==> config.mk <==
export PLATFORM = sky130hd
export DESIGN_NAME = io_periph_flat
export DESIGN_NICKNAME = d
export VERILOG_FILES = /design/src/rtl/io_periph_if.sv /design/src/rtl/io_periph.sv /design/src/flat_wrapper.sv
export SDC_FILE = /design/constraint.sdc
export NUM_CORES = 1
export LEC_CHECK = 0
export ABC_AREA = 1
export CAP_MARGIN = 20
export CORE_ASPECT_RATIO = 0.9
export CORE_UTILIZATION = 58
export CTS_CLUSTER_DIAMETER = 50
export DETAILED_ROUTE_END_ITERATION = 10
export PLACE_DENSITY = 0.86
export SETUP_SLACK_MARGIN = 0.02
export SLEW_MARGIN = 20
export SYNTH_ARGS = -nofsm -noshare
export SYNTH_HDL_FRONTEND = slang
export SYNTH_SLANG_ARGS = --single-unit
==> constraint.sdc <==
create_clock -name i_clk -period 3.5 [get_ports i_clk]
set_input_delay 0.35 -clock i_clk [delete_from_list [all_inputs] [get_ports i_clk]]
set_output_delay 0.35 -clock i_clk [all_outputs]
set_load 0.05 [all_outputs]
==> src/rtl/io_periph_if.sv <==
// Load/store bus between a CPU-side master and the memory-mapped IO peripheral block.
// Signal names keep the peripheral's point of view (i_ = into the peripheral).
interface io_periph_if;
    logic        i_st_en;
    logic        i_ld_en;
    logic [11:0] i_addr;
    logic [31:0] i_wdata;
    logic [3:0]  i_bmask;
    logic [31:0] o_rdata;
    logic        o_rvalid;

    modport master (
        output i_st_en, i_ld_en, i_addr, i_wdata, i_bmask,
        input  o_rdata, o_rvalid
    );

    modport slave (
        input  i_st_en, i_ld_en, i_addr, i_wdata, i_bmask,
        output o_rdata, o_rvalid
    );
endinterface

==> src/rtl/io_periph.sv <==
// Memory-mapped IO block: LED/LCD/seven-segment registers, debounced switches,
// byte-masked stores and single-cycle-latency loads.
module io_periph #(
    parameter int NUM_HEX    = 8,
    parameter int SW_W       = 32,
    parameter int DEB_CYCLES = 4
) (
    input  logic                 i_clk,
    input  logic                 i_reset,
    io_periph_if.slave           bus,
    input  logic [SW_W-1:0]      i_io_sw,
    output logic [31:0]          o_io_ledr,
    output logic [31:0]          o_io_ledg,
    output logic [31:0]          o_io_lcd,
    output logic [7*NUM_HEX-1:0] o_io_hex
);

    localparam logic [9:0]  WA_LEDR    = 10'h000;
    localparam logic [9:0]  WA_LEDG    = 10'h004;
    localparam logic [9:0]  WA_HEX_LO  = 10'h008;
    localparam logic [9:0]  WA_HEX_HI  = 10'h009;
    localparam logic [9:0]  WA_LCD     = 10'h00C;
    localparam logic [9:0]  WA_HEXMODE = 10'h010;
    localparam logic [9:0]  WA_SW      = 10'h200;
    localparam logic [15:0] DEB_LAST   = 16'(DEB_CYCLES - 1);

    logic [31:0]     ledr_q, ledr_d, ledg_q, ledg_d, lcd_q, lcd_d;
    logic [7:0]      hexmode_q, hexmode_d;
    logic [6:0]      hex_q [8];
    logic [6:0]      hex_d [8];
    logic [SW_W-1:0] sync1_q, sync1_d, sync2_q, sync2_d;
    logic [SW_W-1:0] cand_q, cand_d, deb_q, deb_d;
    logic [15:0]     cnt_q, cnt_d;
    logic            rvalid_q, rvalid_d;
    logic [31:0]     rdata_q, rdata_d;

    logic [9:0]      word;
    logic [31:0]     sw_ext;
    logic [1:0]      addr_unused;

    function automatic logic [31:0] merge_bytes(input logic [31:0] old_val,
                                                input logic [31:0] new_val,
                                                input logic [3:0]  mask);
        logic [31:0] r;
        r = old_val;
        for (int k = 0; k < 4; k++)
            if (mask[k]) r[8*k +: 8] = new_val[8*k +: 8];
        return r;
    endfunction

    // Active-low segments, bit 0 = a ... bit 6 = g.
    function automatic logic [6:0] seg_decode(input logic [3:0] v);
        case (v)
            4'h0: seg_decode = 7'h40;  4'h1: seg_decode = 7'h79;
            4'h2: seg_decode = 7'h24;  4'h3: seg_decode = 7'h30;
            4'h4: seg_decode = 7'h19;  4'h5: seg_decode = 7'h12;
            4'h6: seg_decode = 7'h02;  4'h7: seg_decode = 7'h78;
            4'h8: seg_decode = 7'h00;  4'h9: seg_decode = 7'h10;
            4'hA: seg_decode = 7'h08;  4'hB: seg_decode = 7'h03;
            4'hC: seg_decode = 7'h46;  4'hD: seg_decode = 7'h21;
            4'hE: seg_decode = 7'h06;  default: seg_decode = 7'h0E;
        endcase
    endfunction

    assign word        = bus.i_addr[11:2];
    assign addr_unused = bus.i_addr[1:0];

    always_comb begin
        sw_ext             = '0;
        sw_ext[SW_W-1:0]   = deb_q;
    end

    always_comb begin
        // NOTE: every _d starts as its _q so no path through this block can infer a latch.
        ledr_d    = ledr_q;
        ledg_d    = ledg_q;
        lcd_d     = lcd_q;
        hexmode_d = hexmode_q;
        hex_d     = hex_q;
        rvalid_d  = 1'b0;
        rdata_d   = '0;

        if (bus.i_st_en) begin
            case (word)
                WA_LEDR: ledr_d = merge_bytes(ledr_q, bus.i_wdata, bus.i_bmask);
                WA_LEDG: ledg_d = merge_bytes(ledg_q, bus.i_wdata, bus.i_bmask);
                WA_LCD:  lcd_d  = merge_bytes(lcd_q,  bus.i_wdata, bus.i_bmask);
                WA_HEX_LO:
                    for (int i = 0; i < 4; i++)
                        if (i < NUM_HEX && bus.i_bmask[i]) hex_d[i] = bus.i_wdata[8*i +: 7];
                WA_HEX_HI:
                    for (int i = 0; i < 4; i++)
                        if (i + 4 < NUM_HEX && bus.i_bmask[i]) hex_d[i+4] = bus.i_wdata[8*i +: 7];
                WA_HEXMODE:
                    if (bus.i_bmask[0])
                        for (int i = 0; i < 8; i++)
                            if (i < NUM_HEX) hexmode_d[i] = bus.i_wdata[i];
                default: ;
            endcase
        end else if (bus.i_ld_en) begin
            // Reads see the pre-edge register contents; a concurrent store wins and drops the load.
            rvalid_d = 1'b1;
            case (word)
                WA_LEDR:    rdata_d = ledr_q;
                WA_LEDG:    rdata_d = ledg_q;
                WA_LCD:     rdata_d = lcd_q;
                WA_HEX_LO:
                    for (int i = 0; i < 4; i++)
                        if (i < NUM_HEX) rdata_d[8*i +: 7] = hex_q[i];
                WA_HEX_HI:
                    for (int i = 0; i < 4; i++)
                        if (i + 4 < NUM_HEX) rdata_d[8*i +: 7] = hex_q[i+4];
                WA_HEXMODE: rdata_d[7:0] = hexmode_q;
                WA_SW:      rdata_d = sw_ext;
                default:    rdata_d = '0;
            endcase
        end

        sync1_d = i_io_sw;
        sync2_d = sync1_q;
        cand_d  = cand_q;
        cnt_d   = cnt_q;
        deb_d   = deb_q;
        if (sync2_q != cand_q) begin
            cand_d = sync2_q;
            cnt_d  = '0;
        end else if (cnt_q == DEB_LAST) begin
            deb_d = cand_q;
        end else begin
            cnt_d = cnt_q + 16'd1;
        end
    end

    // NOTE: state updates use non-blocking assignments so every flop samples pre-edge values.
    always_ff @(posedge i_clk or negedge i_reset) begin
        if (!i_reset) begin
            ledr_q    <= '0;
            ledg_q    <= '0;
            lcd_q     <= '0;
            hexmode_q <= '0;
            for (int i = 0; i < 8; i++) hex_q[i] <= 7'h7F;
            sync1_q   <= '0;
            sync2_q   <= '0;
            cand_q    <= '0;
            deb_q     <= '0;
            cnt_q     <= '0;
            rvalid_q  <= 1'b0;
            rdata_q   <= '0;
        end else begin
            ledr_q    <= ledr_d;
            ledg_q    <= ledg_d;
            lcd_q     <= lcd_d;
            hexmode_q <= hexmode_d;
            hex_q     <= hex_d;
            sync1_q   <= sync1_d;
            sync2_q   <= sync2_d;
            cand_q    <= cand_d;
            deb_q     <= deb_d;
            cnt_q     <= cnt_d;
            rvalid_q  <= rvalid_d;
            rdata_q   <= rdata_d;
        end
    end

    assign bus.o_rdata  = rdata_q;
    assign bus.o_rvalid = rvalid_q;
    assign o_io_ledr    = ledr_q;
    assign o_io_ledg    = ledg_q;
    assign o_io_lcd     = lcd_q;

    for (genvar g = 0; g < NUM_HEX; g++) begin : g_hex
        assign o_io_hex[7*g +: 7] = hexmode_q[g] ? seg_decode(hex_q[g][3:0]) : hex_q[g];
    end

endmodule
==> src/flat_wrapper.sv <==
// flat-port wrapper written by rule: the top's interface ports become plain ports
module io_periph_flat 
#(
    parameter int NUM_HEX    = 8,
    parameter int SW_W       = 32,
    parameter int DEB_CYCLES = 4
)
  (i_clk, i_reset, i_io_sw, o_io_ledr, o_io_ledg, o_io_lcd, o_io_hex, bus_i_st_en, bus_i_ld_en, bus_i_addr, bus_i_wdata, bus_i_bmask, bus_o_rdata, bus_o_rvalid);
  io_periph_if bus_i ();
  input  logic i_clk;
  input  logic i_reset;
  input  logic [SW_W-1:0] i_io_sw;
  output logic [31:0] o_io_ledr;
  output logic [31:0] o_io_ledg;
  output logic [31:0] o_io_lcd;
  output logic [7*NUM_HEX-1:0] o_io_hex;
  input wire logic [$bits(bus_i.i_st_en)-1:0] bus_i_st_en;
  input wire logic [$bits(bus_i.i_ld_en)-1:0] bus_i_ld_en;
  input wire logic [$bits(bus_i.i_addr)-1:0] bus_i_addr;
  input wire logic [$bits(bus_i.i_wdata)-1:0] bus_i_wdata;
  input wire logic [$bits(bus_i.i_bmask)-1:0] bus_i_bmask;
  output wire logic [$bits(bus_i.o_rdata)-1:0] bus_o_rdata;
  output wire logic [$bits(bus_i.o_rvalid)-1:0] bus_o_rvalid;
  assign bus_i.i_st_en = bus_i_st_en;
  assign bus_i.i_ld_en = bus_i_ld_en;
  assign bus_i.i_addr = bus_i_addr;
  assign bus_i.i_wdata = bus_i_wdata;
  assign bus_i.i_bmask = bus_i_bmask;
  assign bus_o_rdata = bus_i.o_rdata;
  assign bus_o_rvalid = bus_i.o_rvalid;
  io_periph #(.NUM_HEX(NUM_HEX), .SW_W(SW_W), .DEB_CYCLES(DEB_CYCLES)) u_core (.i_clk(i_clk), .i_reset(i_reset), .bus(bus_i), .i_io_sw(i_io_sw), .o_io_ledr(o_io_ledr), .o_io_ledg(o_io_ledg), .o_io_lcd(o_io_lcd), .o_io_hex(o_io_hex));
endmodule
Word-level counts from Yosys, hierarchy flattened
Memory sizes are Yosys's and may differ from the RTL's.
Index checks and enable logic that the tools add are counted.

word-level totals
  flip-flop bits (word level) = 337
  ROM bits = 896
  output and inout port bits = 185
  memories = 8

operators by class
  add/subtract/negate cells = 1
  equality and inequality tests = 9
  multiplexer cells = 22
  bitwise logic cells = 1
  reduce and logical (&&, ||, !) cells = 23

memory list
  memory            depth  bits a word  read ports  clocked after Yosys merged registers in  write ports  line             source
  (name not given)  16     7            1           0                                        0            io_periph.sv:53  case (v)
  (name not given)  16     7            1           0                                        0            io_periph.sv:53
  (name not given)  16     7            1           0                                        0            io_periph.sv:53
  (name not given)  16     7            1           0                                        0            io_periph.sv:53
  (name not given)  16     7            1           0                                        0            io_periph.sv:53
  (name not given)  16     7            1           0                                        0            io_periph.sv:53
  +2 memories       -      -            -           -                                        -            -

operator list
  cell                     number
  $pmux W7 S6              3
  $mux W32                 2
  $reduce_and A3 Y1        21
  $mux W7                  8
  $pmux W7 S7              1
  $mux W16                 2
  $ne A32 B32 Y1           1
  $eq A10 B4 Y1 const B    3
  $add A16 B1 Y16 const B  1
  $eq A16 B2 Y1 const B    1
  $pmux W1 S4              3
  $eq A10 B10 Y1 const B   1
  $eq A10 B3 Y1 const B    1
  $eq A10 B5 Y1 const B    1
  $logic_not A10 Y1        1
  $pmux W1 S5              1
  $mux W1                  2
  $ne A2 B1 Y1 const B     1
  $reduce_and A2 Y1        1
  $not A1 Y1               1

Depth between registers and ports, before layout
  depth in word-level cells = 4
  gate-level depth with buffers = 12
  depth with buffers taken out = 10

Least setup slack after synthesis
No wires, ideal clock.

  path kind = register to output
  start point = register u_core.hex_q[28] (netlist name)
  end point = output port o_io_hex[24]
  arrival time = 2.184 ns
  data required time = 3.150 ns
  slack = 0.966 ns
  cell stages (with the launch flop) = 6
  cell sequence = dfstp_2 inv_1 ha_1 nand2_1 o21ai_0 o21ai_0

between the ends
  word-level cells in the longest chain between the ends = 2

RTL lines
  what                      line                source
  start: declaration        io_periph.sv:29     logic [6:0] hex_q [8];
  start signal: assignment  io_periph.sv:154    hex_q <= hex_d;
  $mem_v2 Z16 W7            -
  $mux W7                   io_periph.sv:172    assign o_io_hex[7*g +: 7] = hexmode_q[g] ? seg_decode(hex_q[g][3:0]) : hex_q[g];
  end: declaration          flat_wrapper.sv:16  output logic [7*NUM_HEX-1:0] o_io_hex;

Every way passes these cells.

Final worst setup path
Same ends and word-level chain as after synthesis.

==> impl_metrics.env <==
export IMPL_outcome="completed"
export IMPL_grt_overflow=0
export IMPL_min_period_over_period_pct=92.2
export IMPL_globalRouteTotalUtil_pct=32.5
export IMPL_synth_fp_nets=2027
export IMPL_route_detailed_drc=0
export IMPL_finalWirelength_um=45900
export IMPL_cts_tree="yes"
export IMPL_fp_row_count=57
export IMPL_p_leak_nw=8.90
export IMPL_yosys_top_cells_area="dfrtp_1 44%, nand2_1 13%, dfstp_2 9.2%"
export IMPL_grt_max_degree=89
export IMPL_place_congestion=0.985
export IMPL_start_util_pct=59.2
export IMPL_whs_ps=270
export IMPL_async_reset_ff_share_pct=100
export IMPL_fmax_ghz=0.310
export IMPL_p_sw_share_pct=23.9
export IMPL_die_h_um=160
export IMPL_path_class="reg -> out"
export IMPL_final_area_um2=20100
export IMPL_grt_pass1_wl_um=71900
export IMPL_crit_slowest_cell="clkdlybuf4s50_1"
export IMPL_cp_required_ps=3150
export IMPL_wl_per_cell_um=18.4
export IMPL_antenna_left=0
export IMPL_setup_tns_ps=0
export IMPL_dpl_hpwl_um=33200
export IMPL_synth_cells=1894
export IMPL_synth_edf_count=0
export IMPL_placed_area_um2=18800
export IMPL_yosysWarnings=0
export IMPL_io_pins=269
export IMPL_clk_pin_slew_ps=60
export IMPL_rsz0062_at_grt="no"
export IMPL_vias=14506
export IMPL_internal_power_mw=6.51
export IMPL_hold_viol_final=0
export IMPL_numCtsBuffers=39
export IMPL_vias_per_cell=5.82
export IMPL_power_density_nw_per_um2=427
export IMPL_areaGrowthSynthToFinish_pct=25.1
export IMPL_fin_skew_ps=12.4
export IMPL_setup_viol=0
export IMPL_p_seq_share_pct=47.1
export IMPL_yosysSeqAreaShare_pct=53.0
export IMPL_grt_pass1_vias=13457
export IMPL_cp_max_fo=8
export IMPL_clk_latency_ps=520
export IMPL_ir_drop_uv=509
export IMPL_cts_buffer_depth=3
export IMPL_antenna_found_initial=2
export IMPL_endpoint_kind="output pin"
export IMPL_hold_class="in -> reg"
export IMPL_arrival_ps=2880
export IMPL_root_buffer="clkbuf_16"
export IMPL_fin_ws_ps=273
export IMPL_htree_levels=2
export IMPL_cts_sinks=337
export IMPL_worst_pin_slew_ps=755
export IMPL_start_kind="flip-flop"
export IMPL_post_route_util_pct=74.1
export IMPL_port_buffers=266
export IMPL_synth_seq_cells=337
export IMPL_slowest_delay_ps=870
export IMPL_synth_area_leader_cell="dfrtp_1"
export IMPL_power_switching_mw=2.05
export IMPL_finalNetCount=2240
export IMPL_post_cts_buffers=0
export IMPL_drive_gt1_share_pct=9.41
export IMPL_combPwrFrac_pct=5.9
export IMPL_post_route_min_period_ps=3230
export IMPL_slew_viol_final=0
export IMPL_crit_path_cell_trace="inv_1 -> ha_1 -> nand2_1 -> o21ai_0 -> o21ai_0 -> clkdlybuf4s50_1"
export IMPL_drt_first_iter_violations=2082
export IMPL_core_area_um2=27100
export IMPL_dr_pass1_iters=6
export IMPL_yosys_area_top_type_share_pct=43.8
export IMPL_syn_area_um2=16000
export IMPL_slew_limit_headroom_pct=49.5
export IMPL_place_ws_ps=630
export IMPL_ys_flop_type="dfrtp_1"
export IMPL_crit_top_cell="o21ai_0"
export IMPL_die_w_um=177
export IMPL_die_area_um2=28300
export IMPL_clkPwrFrac_pct=47.0
export IMPL_ys_types=36
export IMPL_maxCapViolCount=0
export IMPL_postSynthAreaPerCell_um2=8.47
-- power groups by stage --
| stage | clock, mW | sequential (mW) | combinational (mW) |
|---|---|---|---|
| floorplan | 0 | 4.11 | 0.203 |
| global placement | 0 | 4.10 | 0.495 |
| detailed placement | 0 | 4.10 | 0.504 |
| CTS | 4.04 | 4.03 | 0.509 |
| global route | 4.23 | 4.04 | 0.550 |
| finish | 4.02 | 4.03 | 0.508 |
-- critical path, delay by kind of cell (launching register included) --
family	cells	cell delay [ps]
buffers and inverters	2	1010
adder cells (fa/ha/maj)	1	320
AO/OA/AOI/OAI	2	370
flip-flops	1	560
AND/OR/NAND/NOR	1	100
-- metal layers --
layer	GRT usage (%)	vias up	routed length [um]
met5	0	-	9
met4	11.8	2	1670
met3	5.17	133	4730
met2	52.7	893	21600
met1	44.5	6921	18000
li1	-	6557	-
-- synth_stat cells, types with 4 or more instances --
cell,n
a31oi_1,8
clkbuf_1,71
nor3_1,13
nand4_1,45
o21ai_0,203
inv_1,136
o211ai_1,13
nor2_1,115
nand3_1,162
ha_1,49
nor2_4,6
dfstp_2,56
buf_4,7
dfrtp_1,281
inv_2,5
buf_2,26
buf_6,8
xnor2_1,22
o21a_1,5
o21ai_2,14
a21oi_1,33
nand2_4,4
o21ai_1,16
nand2_2,16
nand2_1,558
-- worst paths after layout --
path / endpoint / slack (ps) / cells after the start / startpoint
min in group asynchronous: u_core.o_io_lcd[6]$_DFFE_PN0P_ / 350 / 2 / i_reset
hold / removal: u_core.sync1_q[2]$_DFF_PN0_ / 270 / 1 / i_io_sw[2]
setup reg to reg: u_core.deb_q[4]$_DFFE_PN0P_ / 1040 / 9 / u_core.cand_q[22]$_DFFE_PN0N_
max in group asynchronous: u_core.hex_q[47]$_DFFE_PN1P_ / 2200 / 3 / i_reset
setup / recovery: o_io_hex[24] / 270 / 6 / u_core.hex_q[28]$_DFFE_PN1P_
hold reg to reg: u_core.sync2_q[28]$_DFF_PN0_ / 340 / 0 / u_core.sync1_q[28]$_DFF_PN0_
-- logic make-up after synthesis --
family,after synthesis,synth area share (%)
AOI/OAI and AO/OA,295,9.94
xor gates and xnor gates,25,1.36
adders and majority gates,49,3.82
buffers and inverters,255,6.73
DFF,337,53.0
and+or+nand+nor,933,25.1
-- cell type report --
cell class | count | area [um2]
well taps | 354 | 443
inverters | 143 | 541
diodes | 1 | 2.50
fillers | 1879 | 7030
multi-input cells | 1302 | 6470
repair buffers | 284 | 2830
clock inverters | 26 | 262
clock buffers | 45 | 1020
flip-flops and latches | 337 | 8500
-- what timing repair did --
action / CTS / global route
hold buffers: 1 / 0
gates resized for setup: 0 / 0
endpoints found under the hold margin: 45 / 0
-- stage by stage --
| stage | power, mW | cells |
|---|---|---|
| 6_report | 8.56 | 2492 |
| 5_1_grt | 8.82 | 2492 |
| 4_1_cts | 8.58 | 2491 |
| 3_5_place_dp | 4.61 | 2419 |
| 3_3_place_gp | 4.59 | 2419 |
| 2_1_floorplan | 4.32 | 1894 |
-- flip-flops by register name (all words and copies together) (netlist names) --
| register | count |
|---|---|
| u_core.sync2_q | 32 |
| u_core.cand_q | 32 |
| u_core.cnt_q | 16 |
| u_core.bus.o_rdata | 32 |
| u_core.o_io_ledg | 32 |
| u_core.o_io_lcd | 32 |
| u_core.deb_q | 32 |
| u_core.o_io_ledr | 32 |
| u_core.hex_q | 56 |
| u_core.sync1_q | 32 |
| u_core.hexmode_q | 8 |
| u_core.bus.o_rvalid | 1 |
-- layout by cell type (no fill, tap or decap), drive strengths merged, types with 4 or more instances in the layout --
| master | n |
|---|---|
| xnor2 | 22 |
| nand4 | 45 |
| inv | 150 |
| o211ai | 13 |
| clkinvlp | 4 |
| a31oi | 8 |
| o21ai | 233 |
| nand2 | 578 |
| dfstp | 56 |
| ha | 49 |
| nand3 | 166 |
| o21a | 5 |
| clkinv | 12 |
| dfrtp | 281 |
| a21oi | 33 |
| clkdlybuf4s50 | 265 |
| nor3 | 16 |
| buf | 18 |
| clkbuf | 45 |
| nor2 | 124 |
No activity file was read; power rests on OpenSTA's default activity.
